==> src/rtl/wb_pkg.sv <==
// Shared encodings for the write-back stage: result-source select, load size, FSM state.
package wb_pkg;

  localparam logic [1:0] WB_SEL_ALU  = 2'b00;
  localparam logic [1:0] WB_SEL_MEM  = 2'b01;
  localparam logic [1:0] WB_SEL_LINK = 2'b10;

  localparam logic [1:0] LD_B = 2'b00;
  localparam logic [1:0] LD_H = 2'b01;
  localparam logic [1:0] LD_W = 2'b10;
  localparam logic [1:0] LD_X = 2'b11;

  typedef enum logic [1:0] {
    IDLE   = 2'b00,
    HOLD   = 2'b01,
    COMMIT = 2'b10
  } wb_state_e;

endpackage

==> src/rtl/wb_load_align.sv <==
// Combinational sub-word load lane select and sign/zero extension (little-endian lanes).
module wb_load_align
  import wb_pkg::*;
#(
  parameter int XLEN = 32
) (
  input  logic [XLEN-1:0]            rdata,
  input  logic [1:0]                 size,
  input  logic                       uns,
  input  logic [$clog2(XLEN/8)-1:0]  lo,
  output logic [XLEN-1:0]            data
);

  localparam int LO_W = $clog2(XLEN/8);

  logic [LO_W-1:0] lo_al;
  logic [XLEN-1:0] sh;

  always_comb begin
    // Round the byte offset down to the access size before shifting the lane to bit 0.
    lo_al = lo;
    case (size)
      LD_H:    lo_al[0]   = 1'b0;
      LD_W:    lo_al[1:0] = 2'b00;
      LD_X:    lo_al      = '0;
      default: ;
    endcase
    sh = rdata >> {lo_al, 3'b000};
    case (size)
      LD_B:    data = uns ? XLEN'(sh[7:0])  : XLEN'($signed(sh[7:0]));
      LD_H:    data = uns ? XLEN'(sh[15:0]) : XLEN'($signed(sh[15:0]));
      LD_W:    data = uns ? XLEN'(sh[31:0]) : XLEN'($signed(sh[31:0]));
      default: data = sh;
    endcase
  end

endmodule

==> src/rtl/wb_stage.sv <==
// MIPS write-back stage: handshake intake, late-load wait, one registered RF write per instruction.
// Define WB_LOAD_EXT_EN to enable sub-word load alignment/extension; otherwise load data passes raw.
module wb_stage
  import wb_pkg::*;
#(
  parameter int XLEN       = 32,
  parameter int REG_ADDR_W = 5
) (
  input  logic                       clk,
  input  logic                       rst_n,
  input  logic                       in_valid,
  output logic                       in_ready,
  input  logic                       in_reg_write,
  input  logic [REG_ADDR_W-1:0]      in_rd,
  input  logic [1:0]                 in_wb_sel,
  input  logic [XLEN-1:0]            in_alu_result,
  input  logic [XLEN-1:0]            in_link_addr,
  input  logic [1:0]                 in_load_size,
  input  logic                       in_load_unsigned,
  input  logic [$clog2(XLEN/8)-1:0]  in_addr_lo,
  input  logic                       mem_rvalid,
  input  logic [XLEN-1:0]            mem_rdata,
  output logic                       rf_we,
  output logic [REG_ADDR_W-1:0]      rf_waddr,
  output logic [XLEN-1:0]            rf_wdata,
  output logic                       fwd_valid,
  output logic [REG_ADDR_W-1:0]      fwd_rd,
  output logic [XLEN-1:0]            fwd_data
);

  wb_state_e               state_q, state_d;
  logic                    rdy_q;
  logic                    accept, commit_go, from_hold;
  logic                    hold_we;
  logic [REG_ADDR_W-1:0]   hold_rd;
  logic                    we_d;
  logic [REG_ADDR_W-1:0]   waddr_d;
  logic [XLEN-1:0]         wdata_d, ld_data;

  // rdy_q keeps in_ready low through reset and for the first edge after it.
  assign in_ready = rdy_q && (state_q != HOLD);
  assign accept   = in_valid && in_ready;

`ifdef WB_LOAD_EXT_EN
  logic [1:0]                hold_size, ld_size;
  logic                      hold_uns, ld_uns;
  logic [$clog2(XLEN/8)-1:0] hold_lo, ld_lo;

  assign ld_size = from_hold ? hold_size : in_load_size;
  assign ld_uns  = from_hold ? hold_uns  : in_load_unsigned;
  assign ld_lo   = from_hold ? hold_lo   : in_addr_lo;

  wb_load_align #(.XLEN(XLEN)) u_align (
    .rdata (mem_rdata),
    .size  (ld_size),
    .uns   (ld_uns),
    .lo    (ld_lo),
    .data  (ld_data)
  );

  always_ff @(posedge clk) begin
    if (accept) begin
      hold_size <= in_load_size;
      hold_uns  <= in_load_unsigned;
      hold_lo   <= in_addr_lo;
    end
  end
`else
  logic unused_ld;
  assign unused_ld = ^{in_load_size, in_load_unsigned, in_addr_lo};
  assign ld_data   = mem_rdata;
`endif

  always_comb begin
    state_d   = state_q;
    commit_go = 1'b0;
    from_hold = 1'b0;
    case (state_q)
      HOLD: begin
        if (mem_rvalid) begin
          state_d   = COMMIT;
          commit_go = 1'b1;
          from_hold = 1'b1;
        end
      end
      default: begin
        if (accept) begin
          if (in_wb_sel == WB_SEL_MEM && !mem_rvalid) begin
            state_d = HOLD;
          end else begin
            state_d   = COMMIT;
            commit_go = 1'b1;
          end
        end else begin
          state_d = IDLE;
        end
      end
    endcase
  end

  always_comb begin
    we_d    = from_hold ? hold_we : in_reg_write;
    waddr_d = from_hold ? hold_rd : in_rd;
    if (from_hold || in_wb_sel == WB_SEL_MEM) begin
      wdata_d = ld_data;
    end else if (in_wb_sel == WB_SEL_LINK) begin
      wdata_d = in_link_addr;
    end else begin
      wdata_d = in_alu_result;
    end
  end

  // Stage boundary: accepted instruction fields parked while a load waits.
  always_ff @(posedge clk) begin
    if (accept) begin
      hold_we <= in_reg_write;
      hold_rd <= in_rd;
    end
  end

  // Stage boundary: registered register-file write port.
  always_ff @(posedge clk or negedge rst_n) begin
    if (!rst_n) begin
      state_q  <= IDLE;
      rdy_q    <= 1'b0;
      rf_we    <= 1'b0;
      rf_waddr <= '0;
      rf_wdata <= '0;
    end else begin
      state_q <= state_d;
      rdy_q   <= 1'b1;
      rf_we   <= commit_go && we_d && (waddr_d != '0);
      if (commit_go) begin
        rf_waddr <= waddr_d;
        rf_wdata <= wdata_d;
      end
    end
  end

  assign fwd_valid = rf_we;
  assign fwd_rd    = rf_waddr;
  assign fwd_data  = rf_wdata;

endmodule

==> config.mk <==
export PLATFORM = sky130hd
export DESIGN_NAME = wb_stage
export DESIGN_NICKNAME = d
export VERILOG_FILES = /design/src/rtl/wb_pkg.sv /design/src/rtl/wb_load_align.sv /design/src/rtl/wb_stage.sv
export SDC_FILE = /design/constraint.sdc
export NUM_CORES = 1
export LEC_CHECK = 0
export ABC_AREA = 0
export CAP_MARGIN = 10
export CORE_MARGIN = 1.5
export CORE_UTILIZATION = 37
export DETAILED_ROUTE_END_ITERATION = 10
export GPL_TIMING_DRIVEN = 0
export PLACE_DENSITY = 0.85
export SYNTH_ARGS = -nofsm -noshare
export SYNTH_HDL_FRONTEND = slang
export SYNTH_SLANG_ARGS = --single-unit
==> constraint.sdc <==
create_clock -name clk -period 1.8 [get_ports clk]
set_input_delay 0.36 -clock clk [delete_from_list [all_inputs] [get_ports clk]]
set_output_delay 0.36 -clock clk [all_outputs]
set_load 0.005 [all_outputs]
==> run_results.csv <==
group,metric,value,unit
outcome,status,"complete, but fails checks",
outcome,violations,"hold timing",
logic_synthesis,yosys.area.top_type,"dfrtp_1",
worst_setup_path,cp-start-kind,"flop",
logic_synthesis,synthAdderAreaFrac,0,
drt,vias,2559,
floorplanning,die_w,91.3,microns
logic_synthesis,synth.area.top_cells,"dfrtp_1 (36%), mux2i_1 (13%), mux2_2 (12%)",
cells_and_area,drive_gt1_frac,0.263,
timing,rsz0062_at_grt,"no",
cells_and_area,area_growth_syn_to_layout,75.5,%
worst_setup_path,r2r_setup_slack,0.17,ns
timing,finalClockSkew,0.00664,ns
logic_synthesis,synth_compound_area_frac,0.103,
logic_synthesis,syn_area,0.00289,sq mm
clocking,cts_made_buffers,5,
clocking,cts_max_level,2,
min_path,min_path_type,"input pin to async pin",
global_routing,grt_max_degree,25,
clocking,postCtsHoldBufs,0,
clocking,path_clk_slew,0.10,ns
timing,fin_hold_ws,-0.00807,ns
worst_setup_path,crit_slowest_cell,"clkdlybuf4s50_1",
worst_setup_path,endpoint_kind,"output pin",
logic_synthesis,avgSynthCellArea,11.0,sq um
drt,drtAntennaViolNets,0,
floorplanning,initial_core_util,0.378,
logic_synthesis,synth_xor_area_frac,0,
logic_synthesis,synth_commonest_cells,"dfrtp_1 (41), nand2_1 (39), buf_4 (38)",
logic_synthesis,synth-seq-area-share,0.418,
floorplanning,dieArea,0.00834,sq mm
place,portBuffers,184,
drt,vias_per_cell,4.58,
place,gp_routability_congestion,0.734,
clocking,max-clock-path-buffers,2,
global_routing,grt_pass1_vias,2699,
cells_and_area,fin_nets,569,
worst_setup_path,path_delay_family,"buffers and inverters",
pwr,leakagePower,2.27,nW
timing,timing.final.crit_period,1.69,ns
logic_synthesis,yosysMostFrequentCell,"dfrtp_1",
logic_synthesis,ys.flop_type,"dfrtp_1",
timing,setup_viol,0,
timing,post-route-period-util,0.937,
floorplanning,ioPinCount,190,
worst_setup_path,cp_max_fo,3,
clocking,cts-root-buf,"clkbuf_8",
global_routing,antenna_found_initial,0,
clocking,cts_tree,"yes",
logic_synthesis,ys_types,32,
worst_setup_path,path_buf_inv,2,
global_routing,grt_pass1_wl,13.0,mm
global_routing,grt_overflow,0,
drt,drt-total-wl,8.18,mm
logic_synthesis,yosys_warnings,0,
logic_synthesis,syn_inst,263,
floorplanning,die_h,91.3,microns
logic_synthesis,synthMuxAreaShare,0.253,
logic_synthesis,synth-edff-count,6,
global_routing,grt_use_total,0.197,
logic_synthesis,synth_top_area_share,0.355,
worst_setup_path,crit_type,"flop to output pin",
logic_synthesis,synth_nets,376,
drt,drc,0,
logic_synthesis,synth_top_family_by_area,"multiplexers",
worst_setup_path,crit_arrival,1.33,ns
place,hpwl,6.64,mm
floorplanning,placementRows,32,
job,max_cap_violations,0,
worst_setup_path,critPathMaxStageDelay,0.52,ns
cells_and_area,diodes,0,
pwr,vdd.ir_drop.worst,385,uV
floorplanning,coreArea,0.00765,sq mm
drt,drt_iter0_drc,44,
cells_and_area,final_core_util,0.663,
logic_synthesis,async_flop_share,0.872,
pwr,power.total,3.71,mW
clocking,clock_latency,0.30,ns
timing,hold_viol,9,
clocking,numClockSinks,47,
timing,max_freq,0.593,GHz
worst_setup_path,cp.required,1.44,ns
worst_setup_path,critical_path.cell_chain,"buf_4, clkdlybuf4s50_1",
logic_synthesis,synthSimpleGateAreaFrac,0.0767,
timing,tns,0,ns
pwr,powerDensity,733,mW/mm^2
drt,dr.pass1.iters,4,
drt,wl_per_cell,14.6,microns
timing,drv_slew,0,
logic_synthesis,yosys_register_bits,47,
-- registers in the layout (all words and copies together), names as in the netlist --
signal	cells
fwd_data	32
fwd_rd	5
hold_rd	5
state_q	2
fwd_valid	1
hold_we	1
rdy_q	1
-- stage by stage --
step / instances / cell area (sq um) / setup slack [ns] / hold slack (ns)
3_3_place_gp: 549 / 4860 / -0.671 / 0.489
6_report: 559 / 5070 / 0.113 / -0.00807
5_1_grt: 559 / 5070 / 0.0529 / 0.0142
2_1_floorplan: 263 / 2890 / 0.254 / 0.0644
3_5_place_dp: 550 / 4880 / -0.628 / 0.340
4_1_cts: 559 / 5030 / 0.00204 / 0.00145
-- routing by layer --
metal | up-vias | part of all wire | wire [microns] | GRT usage
li1 | 1255 | - | - | -
met1 | 1187 | 0.38 | 3090 | 0.215
met2 | 108 | 0.55 | 4480 | 0.382
met3 | 9 | 0.062 | 510 | 0.0427
met4 | 0 | 0.012 | 95 | 0.0417
met5 | - | 0 | 0 | 0
-- report_power, final --
| part | internal, mW | total, mW | switching (mW) |
|---|---|---|---|
| clock | 0.278 | 0.662 | 0.384 |
| sequential | 1.25 | 1.39 | 0.145 |
| combinational | 1.17 | 1.66 | 0.492 |
-- final timing paths --
check | from | endpoint | cells after the start
setup / recovery | fwd_data[2] | rf_wdata[2] | 2
min in group clk | mem_rvalid | state_q[0] | 2
max in group asynchronous | rst_n | fwd_data[20] | 2
setup reg to reg | state_q[0] | fwd_data[1] | 6
hold reg to reg | fwd_rd[0] | fwd_rd[0] | 2
hold / removal | rst_n | fwd_rd[3] | 1
-- kinds of logic (layout without fill, tap and decap cells) --
kind of cell           after synthesis  count (layout)
AO/OA/AOI/OAI                       41              41
buffers and inverters               55             249
flip-flops                          47              47
multiplexers                        69              69
other                                1               1
AND/OR/NAND/NOR                     50              50
-- layout make-up --
cell class | count | area [sq um]
flip-flops and latches | 47 | 1210
clock buffers | 5 | 68.8
clock inverters | 3 | 25.0
inverters | 1 | 3.75
well taps | 102 | 128
plain buffers | 54 | 472
multi-input cells | 161 | 1290
repair buffers | 186 | 1880
fillers | 613 | 2580
-- layout by cell type (no fill, tap or decap), types with 2 or more instances in the layout --
master / count
clkdlybuf4s50_1: 179
dfrtp_1: 41
nand2_1: 39
buf_4: 39
mux2i_1: 36
mux2_2: 30
o21ai_2: 19
o21ai_1: 13
buf_6: 10
clkbuf_8: 6
edfxtp_1: 6
o21ai_0: 5
dlymetal6s2s_1: 3
mux2_1: 2
buf_8: 2
clkbuf_2: 2
clkinv_4: 2
-- timing repair --
| action | 4_1_cts | 5_1_grt |
|---|---|---|
| endpoints found under the hold margin | 0 | 0 |
| endpoints found under the setup margin | 39 | 34 |
| cloned | 0 | 0 |
| setup buffers | 1 | 0 |
| pin swaps | 1 | 1 |
| gates resized for setup | 15 | 10 |
-- worst register-to-register path, stage by stage, from the launching register on --
cell     delay [ns]
dfrtp_1        0.42
and3b_1        0.18
buf_6          0.15
nor2_4         0.22
buf_6          0.22
mux2i_2        0.27
o21ai_2        0.06
Power figures use the tool's default switching activity.
==> patch (same flow settings) <==
`XLEN`: 32 -> 16.
--- a/src/rtl/wb_stage.sv
+++ b/src/rtl/wb_stage.sv
@@ -4,5 +4,5 @@
   import wb_pkg::*;
 #(
-  parameter int XLEN       = 32,
+  parameter int XLEN       = 16,
   parameter int REG_ADDR_W = 5
 ) (
Interface: changed (6 resized); port bits go from 190 to 109. The function was not compared with the original's and may differ.
==> patch against the unedited design <==
Sequential cell count is 16 lower. Cell area is 35% lower. Synthesized area is 34% lower. Routed wire length is 48% lower. Total power is 31% lower. Setup slack worse by 0.014 ns. Combinational power is 32% lower. First-iteration DRC count is 9.1% higher. Critical path type is now reg2reg. Critical endpoint is now fwd_data[13]$_DFFE_PN0P_.
==> patch: results (changes against the unedited design) <==
* Run status: finished, final reports clean
* Num Clock Sinks at 31 (-34%)
* Global Route met3 Usage at 0.0402 (-0.00255)
* Number of flip-flops under the largest register name at 16 (-50%)
* Met2 Resource Use GR at 0.310 (-0.0727)
* All-layer global routing usage at 0.159 (-0.0371)
* DP Wirelength at 3290 um (-50%)
* Total of fill cells in the finished design at 398 (-35%)
* Clock Path Buffers at 2 (unchanged)
* Slowest-stage cell, CP: dfrtp_1
* Detailed Route Iter0 Violations at 48 (+9.1%)
* Critical Path Fanout Max at 10 (+7)
* Standby leakage power at 1.42 nW (-37%)
* Clock latency at the later pin of the worst-skew pair at 0.27 ns (-0.03 ns)
* Met1 track utilization from global routing at 0.172 (-0.0431)
* Global-route wire length before repair at 6680 um (-48%)
* Post-detailed-placement cell area at 0.00305 sq mm (-38%)
* Worst-path clk slew at 0.07 ns (-0.03 ns)
* Synth top area cells: dfrtp_1, mux2_4, mux2_2
* Proportion of register bits with asynchronous set or reset after synthesis at 0.806 (-0.0659)
* Data arrival time of the worst path at 1.86 ns (+0.53 ns)
* Synthesized net count at 199 (-47%)
* Post-synth cell types at 24 (-25%)
* Number of I/O port buffers at 104 (-43%)
* Final Wtd Congestion at 0.727 (-0.98%)
* Multiplexer area fraction after synthesis at 0.399 (+0.146)
* Maximum number of pins on one net before global-route repair at 26 (+4.0%)
* CP startpoint: state_q[0]$_DFFE_PN0P_
* Share of post-route cells with drive strength above 1 at 0.414 (+0.151)
* Total CTS buffers at 5 (unchanged)
* Register area share after synthesis at 0.420 (+0.00269)
* Fraction of the mapped netlist area in compound gates at 0.0274 (-0.0757)
* Leading cell types by count after synthesis: mux2_4, mux2_2, buf_4, dfrtp_1, edfxtp_1
* Synthesis Warnings at 0 (unchanged)
* Pre-CTS setup slack at -0.629 ns (-0.00148 ns)
* Number of nets in the finished design at 319 (-44%)
* Worst-case vdd ir drop at 0.421 mV (+9.4%)
* Crit-path max cell delay at 0.40 ns (-0.12 ns)
* Total via count after detailed routing at 1464 (-43%)
* Final Skew at 0.00643 ns (-0.000212 ns)
* Average wire length per cell after detail routing at 13.1 um (-10%)
* Slack of the critical path at 0.0990 ns (-0.0144 ns)
* Sequential Area at 806 sq um (-33%)
[patch: changes by cell type after synthesis, moves of 5 or more]
cell	before	now
o21ai_2	19	0
dfrtp_1	41	25
mux2_4	0	30
buf_4	38	25
buf_2	6	0
o21ai_0	5	0
o21ai_1	13	0
mux2i_1	37	0
nand2_1	39	2
[patch: final cells by class]
cell class                 count  share of cell area
tap                           70              0.0266
clock inverter                 3             0.00456
multi-input combinational     77               0.280
sequential                    31               0.245
timing repair buffer         113               0.353
buffer                        27              0.0700
clock buffer                   5              0.0209
[patch: logic make-up after synthesis]
| family | count (synthesis) |
|---|---|
| compound gates | 6 |
| buf+inv | 27 |
| flops | 31 |
| other cells | 1 |
| simple gates | 12 |
| mux | 58 |
[patch: per-layer routing]
metal  up-vias  share of wire
met2        61           0.55
met4         0         0.0096
li1        699              -
met3         4          0.066
met5         -              0
met1       700           0.37
[patch: what timing repair did]
action / 4_1_cts / 5_1_grt
buffers inserted: 7 / 0
setup endpoints to repair: 22 / 11
gates cloned: 1 / 0
gates resized for setup: 13 / 2
[patch: metrics by stage]
stage | TNS [ns] | std cells | hold WS [ns] | total power, mW
2_1_floorplan | 0 | 135 | 0.0644 | 1.40
3_3_place_gp | -10.54 | 309 | 0.517 | 2.02
5_1_grt | 0 | 326 | 0.417 | 2.71
6_report | 0 | 326 | 0.402 | 2.57
3_5_place_dp | -11.15 | 309 | 0.523 | 2.05
4_1_cts | 0 | 325 | 0.538 | 2.60
[patch: final timing paths]
path	depth (start not counted)	endpoint
max	5	fwd_data[13]$_DFFE_PN0P_
min	1	fwd_valid$_DFF_PN0_
min in group clk	2	state_q[0]$_DFFE_PN0P_
max reg2reg	5	fwd_data[13]$_DFFE_PN0P_
min reg2reg	1	fwd_rd[2]$_DFFE_PN0P_
max in group asynchronous	2	fwd_rd[1]$_DFFE_PN0P_
[patch: power breakdown]
| group | leakage (nW) | switching, mW | total [mW] | internal [mW] |
|---|---|---|---|---|
| logic | 1.02 | 0.269 | 1.13 | 0.856 |
| registers | 0.353 | 0.100 | 0.939 | 0.838 |
| clock network | 0.0477 | 0.242 | 0.505 | 0.264 |
| total | 1.42 | 0.611 | 2.57 | 1.96 |
[patch: worst max-delay path, delay by kind of cell (launching register included)]
family                 cells  cell delay, ns
AO/OA/AOI/OAI              1            0.20
buffers and inverters      1            0.20
flip-flops                 1            0.40
multiplexers               2            0.56
AND/OR/NAND/NOR            1            0.21
